### config.mk
export PLATFORM = sky130hd
export DESIGN_NAME = stage_mem
export DESIGN_NICKNAME = d
export VERILOG_FILES = /design/src/rtl/stage_mem.sv
export SDC_FILE = /design/constraint.sdc
export NUM_CORES = 1
export LEC_CHECK = 0
export BUFFER_PORTS_ARGS = -buffer_cell sky130_fd_sc_hd__buf_2
export CAP_MARGIN = 20
export CORE_MARGIN = 3
export CORE_UTILIZATION = 30
export DETAILED_ROUTE_END_ITERATION = 8
export GPL_ROUTABILITY_DRIVEN = 0
export HOLD_SLACK_MARGIN = 0.12
export SLEW_MARGIN = 5
export SYNTH_ARGS = -nofsm -noshare
export SYNTH_HDL_FRONTEND = slang
export SYNTH_SLANG_ARGS = --single-unit
### constraint.sdc
create_clock -name clk -period 12.2 [get_ports clk]
set_input_delay 0.61 -clock clk [delete_from_list [all_inputs] [get_ports clk]]
set_output_delay 0.61 -clock clk [all_outputs]
set_load 0.05 [all_outputs]
### src/rtl/stage_mem.sv
// stage_mem: EX/MEM pipeline register and data-memory access stage.
// Handles byte/halfword/word loads and stores with one outstanding request at a time.
module stage_mem #(
    parameter int REG_WIDTH = 32
) (
    input  logic                 clk,
    input  logic                 reset,
    input  logic                 ex_valid,
    input  logic [REG_WIDTH-1:0] ex_alu_out,
    input  logic [REG_WIDTH-1:0] ex_store_data,
    input  logic                 ex_mem_read,
    input  logic                 ex_mem_write,
    input  logic [2:0]           ex_funct3,
    input  logic [4:0]           ex_rd,
    input  logic                 ex_reg_write,
    output logic                 mem_stall,
    output logic [REG_WIDTH-1:0] mem_fwd_data,
    output logic                 dmem_req,
    output logic                 dmem_we,
    output logic [REG_WIDTH-1:0] dmem_addr,
    output logic [REG_WIDTH-1:0] dmem_wdata,
    output logic [3:0]           dmem_be,
    input  logic [REG_WIDTH-1:0] dmem_rdata,
    input  logic                 dmem_ack,
    output logic                 wb_valid,
    output logic                 wb_reg_write,
    output logic [REG_WIDTH-1:0] wb_data,
    output logic [4:0]           wb_rd,
    output logic                 mem_err
);

    typedef enum logic {
        IDLE = 1'b0,
        WAIT = 1'b1
    } state_t;

    state_t      state_r;
    logic [2:0]  funct3_r;
    logic [4:0]  rd_r;
    logic        load_wr_r;
    logic        capture_s;
    logic        is_mem_s;
    logic        access_err_s;

    // Byte enables for a store; size comes from funct3[1:0], loads always read the full word.
    function automatic logic [3:0] lane_be(input logic [2:0] funct3, input logic [1:0] addr_lo,
                                           input logic is_store);
        logic [3:0] be;
        if (!is_store) begin
            be = 4'b1111;
        end else begin
            case (funct3[1:0])
                2'b00:   be = 4'b0001 << addr_lo;
                2'b01:   be = addr_lo[1] ? 4'b1100 : 4'b0011;
                default: be = 4'b1111;
            endcase
        end
        return be;
    endfunction

    // Replicate store data across lanes so the byte enables alone pick the target bytes.
    function automatic logic [31:0] lane_wdata(input logic [2:0] funct3, input logic [31:0] data);
        logic [31:0] wd;
        case (funct3[1:0])
            2'b00:   wd = {4{data[7:0]}};
            2'b01:   wd = {2{data[15:0]}};
            default: wd = data;
        endcase
        return wd;
    endfunction

    // Extract and extend the addressed byte/halfword from the returned word.
    function automatic logic [31:0] load_extract(input logic [2:0] funct3, input logic [1:0] addr_lo,
                                                 input logic [31:0] rdata);
        logic [7:0]  byte_v;
        logic [15:0] half_v;
        logic [31:0] res;
        case (addr_lo)
            2'b00:   byte_v = rdata[7:0];
            2'b01:   byte_v = rdata[15:8];
            2'b10:   byte_v = rdata[23:16];
            default: byte_v = rdata[31:24];
        endcase
        half_v = addr_lo[1] ? rdata[31:16] : rdata[15:0];
        case (funct3)
            3'b000:  res = {{24{byte_v[7]}}, byte_v};
            3'b100:  res = {24'h00_0000, byte_v};
            3'b001:  res = {{16{half_v[15]}}, half_v};
            3'b101:  res = {16'h0000, half_v};
            default: res = rdata;
        endcase
        return res;
    endfunction

    assign mem_stall = (state_r == WAIT);

    // Capture qualification and misalignment / illegal-size detection on the incoming op.
    always_comb begin
        capture_s    = ex_valid && !mem_stall;
        is_mem_s     = ex_mem_read || ex_mem_write;
        access_err_s = 1'b0;
        if (is_mem_s) begin
            case (ex_funct3)
                3'b000, 3'b100: access_err_s = 1'b0;
                3'b001, 3'b101: access_err_s = ex_alu_out[0];
                3'b010:         access_err_s = (ex_alu_out[1:0] != 2'b00);
                default:        access_err_s = 1'b1;
            endcase
        end else begin
            access_err_s = 1'b0;
        end
    end

    // EX/MEM register, access FSM and registered memory / writeback outputs.
    always_ff @(posedge clk or posedge reset) begin
        if (reset) begin
            state_r      <= IDLE;
            funct3_r     <= 3'b000;
            rd_r         <= 5'd0;
            load_wr_r    <= 1'b0;
            mem_fwd_data <= 32'h0000_0000;
            dmem_req     <= 1'b0;
            dmem_we      <= 1'b0;
            dmem_addr    <= 32'h0000_0000;
            dmem_wdata   <= 32'h0000_0000;
            dmem_be      <= 4'b0000;
            wb_valid     <= 1'b0;
            wb_reg_write <= 1'b0;
            wb_data      <= 32'h0000_0000;
            wb_rd        <= 5'd0;
            mem_err      <= 1'b0;
        end else begin
            wb_valid     <= 1'b0;
            wb_reg_write <= 1'b0;
            mem_err      <= 1'b0;
            case (state_r)
                IDLE: begin
                    if (capture_s) begin
                        mem_fwd_data <= ex_alu_out;
                        funct3_r     <= ex_funct3;
                        rd_r         <= ex_rd;
                        // Read+write together is treated as a store, so it never writes back.
                        load_wr_r    <= ex_reg_write && !ex_mem_write;
                        if (!is_mem_s) begin
                            wb_valid     <= 1'b1;
                            wb_data      <= ex_alu_out;
                            wb_rd        <= ex_rd;
                            wb_reg_write <= ex_reg_write;
                        end else if (access_err_s) begin
                            wb_valid <= 1'b1;
                            mem_err  <= 1'b1;
                            wb_data  <= ex_alu_out;
                            wb_rd    <= ex_rd;
                        end else begin
                            state_r    <= WAIT;
                            dmem_req   <= 1'b1;
                            dmem_we    <= ex_mem_write;
                            dmem_addr  <= {ex_alu_out[31:2], 2'b00};
                            dmem_be    <= lane_be(ex_funct3, ex_alu_out[1:0], ex_mem_write);
                            dmem_wdata <= lane_wdata(ex_funct3, ex_store_data);
                        end
                    end
                end
                WAIT: begin
                    if (dmem_ack) begin
                        state_r      <= IDLE;
                        dmem_req     <= 1'b0;
                        dmem_we      <= 1'b0;
                        wb_valid     <= 1'b1;
                        wb_rd        <= rd_r;
                        wb_reg_write <= load_wr_r;
                        wb_data      <= dmem_we ? mem_fwd_data
                                                : load_extract(funct3_r, mem_fwd_data[1:0], dmem_rdata);
                    end
                end
                default: state_r <= IDLE;
            endcase
        end
    end

endmodule

==> out/qor.txt <==
die area - 25320 µm²
Setup crit end kind - flop
clk sinks - 150
CTS H-Tree Depth - 4
pwr dens - 237.5 nW/µm²
status - finished, final reports clean
setup bufs post-CTS - 0
Clock power frac - 0.269
Final WS setup - 9.114 ns
Slew Limit Fails - 0
max_slew headroom - 0.3426
Clock Skews - 0.01041 ns
Tot Pwr - 2.183 mW
cts hold-fix bufs - 0
Setup CP Type - input pin to flop
nets - 985
core area - 22850 µm²
# rows - 55
Mean Syn Cell Area - 10.91 µm²
initial drt markers - 350
crit path launch type - input pin
vias per inst - 4.986
Mapped Cells - 645
HPWL Detailed - 16260 µm
number of port buffers - 251
number of global-route vias before repair - 6044
setup violators final - 0
async set-reset flop share out of synthesis - 1.000
Distinct cells, synth - 45
global-route wire length before repair - 35730 µm
Worst Setup SP - ex_funct3[1]
largest net degree at the start of global routing - 87
DR vias - 5993
reg2reg path depth - 6
Final min period - 3.086 ns
Leakage - 4.357 nW
clock tree buffer depth - 2
Placed Cells - 1168
worst hold path type - input pin to asynchronous set/reset pin
most frequent cell after synthesis - dfrtp_1
WHS - 0.3416 ns
ys flop type - dfrtp_1
CP Capture Point - wb_data[8]
fmax - 0.3240 GHz
Die Height - 159.1 µm
number of synthesized register bits - 150
routed wire length - 23000 µm
Die Wd - 159.1 µm
Slew @ Worst Pin - 0.9801 ns
Routed Antenna Nets - 0
Ys Warns - 0
filler cell count in the final layout - 2285
CTS Buf Count - 17
Seq pwr share - 0.321
WL/cell - 19.14 µm
Worst Path Required - 12.50 ns
sequential fraction of the synthesis area - 0.5336
Post-synth EDFFs - 0
worst r2r dst - wb_data[8]
Logic pwr share - 0.409
Final Hold Viols - 0
Initial Util - 0.3079
setup tns final - 0 ns
Critical Path AT - 3.39 ns
CP max FO - 42
dpl cell area - 8532 µm²
cells resized by post-CTS repair - 0
Net Sw Power - 973.3 µW
Yosys top cell area share - 0.5336
top post-synthesis cells by count - 150 x dfrtp_1, 78 x mux2_2, 69 x nand2_1
worst vdd ir - 91.09 µV
gr ovfl total - 0
GRT Total Usage - 0.1798
top cells by area, synth - dfrtp_1 53%, mux2_2 12%, mux2i_1 5.3%
post-layout instance area - 9190 µm²
antenna violations before repair - 4
# IOs - 254
Core Util, Final - 0.4022
drt drc - 0
worst-skew pair later-pin latency - 0.42 ns
RSZ-0062 raised after global routing - no
root buf cell - clkbuf_16
Cell Area, Synth - 7034 µm²
internal power - 1.210 mW
Net Sw Frac - 0.4459
area grow syn2layout - 30.65%
Non-Filler Instances - 1202
layout cells sized above 1 - 0.4307
TritonRoute pass-1 iters - 5
post-synth top area cell - dfrtp_1
post-route clock period utilization - 0.2529
CTS tree - yes
reg2reg start - mem_stall
flop2flop setup slack - 9.41 ns
total of max-cap violations - 0
clk slew on worst S/H paths - 0.07 ns
Place WS - 8.646 ns
worst min-delay path by stage:
stage / startpoint / to / slack [ns] / cells after the start
2_1_floorplan: load_wr_r / load_wr_r / 0.45 / 2
3_3_place_gp: dmem_wdata[12] / dmem_wdata[12] / 0.46 / 2
3_5_place_dp: dmem_wdata[21] / dmem_wdata[21] / 0.47 / 2
4_1_cts: reset / dmem_wdata[7] / 0.35 / 2
5_1_grt: reset / dmem_wdata[16] / 0.38 / 2
6_report: reset / dmem_wdata[9] / 0.34 / 2
area by class of cell:
| class | instances | area, µm² | area share |
|---|---|---|---|
| Sequential cell | 150 | 3754 | 0.4084 |
| Clock buffer | 18 | 429.2 | 0.04670 |
| Timing Repair Buffer | 258 | 1309 | 0.1424 |
| Tap cell | 313 | 391.6 | 0.04261 |
| Multi-Input combinational cell | 431 | 3013 | 0.3278 |
| Antenna cell | 2 | 5.005 | 0.0005446 |
| Clock inverter | 14 | 224.0 | 0.02437 |
| Inverter | 16 | 65.06 | 0.007080 |
cells in the final DEF (no fill, tap or decap), drive strengths merged, types with 5 or more instances in the layout:
cell type and n:
buf 258, dfrtp 150, mux2 78, nand2 69
o21ai 50, nor2 46, a21oi 44, mux2i 37
nand3 19, clkbuf 18, inv 17, o311ai 17
nor3 11, a22o 10, a22oi 7, clkinv 7
o221ai 6, a221o 6, bufinv 5
power groups by stage:
stage                     registers (mW)  clock network [mW]  logic [mW]
after floorplan                     1.13                   0       0.237
after global placement             0.706                   0       0.893
after detailed placement           0.709                   0       0.901
after CTS                          0.702               0.604       0.902
after global routing               0.719               0.626       0.943
final                              0.702               0.588       0.894
logic make-up after synthesis:
group | count (synthesis) | share of synthesized area
simple gates | 154 | 0.09090
compound gates | 159 | 0.1540
flops | 150 | 0.5336
other cells | 1 | 0.0005331
mux | 116 | 0.1807
buf+inv | 65 | 0.04020
worst max-delay path, stage by stage:
cell and delay (ns):
buf_2 0.30, o31a_1 0.19, o22ai_1 0.30, a22o_2 0.83, inv_2 0.52, and3_1 0.35, a211o_1 0.26
flip-flops by register name, summed over array words and instances (netlist names), 3 cells and up:
register,count
funct3_r,3
dmem_be,4
wb_rd,5
rd_r,5
mem_fwd_data,32
dmem_addr,30
dmem_wdata,32
wb_data,32
routing by layer:
metal	global-route usage	wire (µm)
met2	0.2896	10810
met3	0.06660	1730
met4	0.04138	215
met5	0	32
met1	0.2320	10210
(Power assumes the default switching activity.)
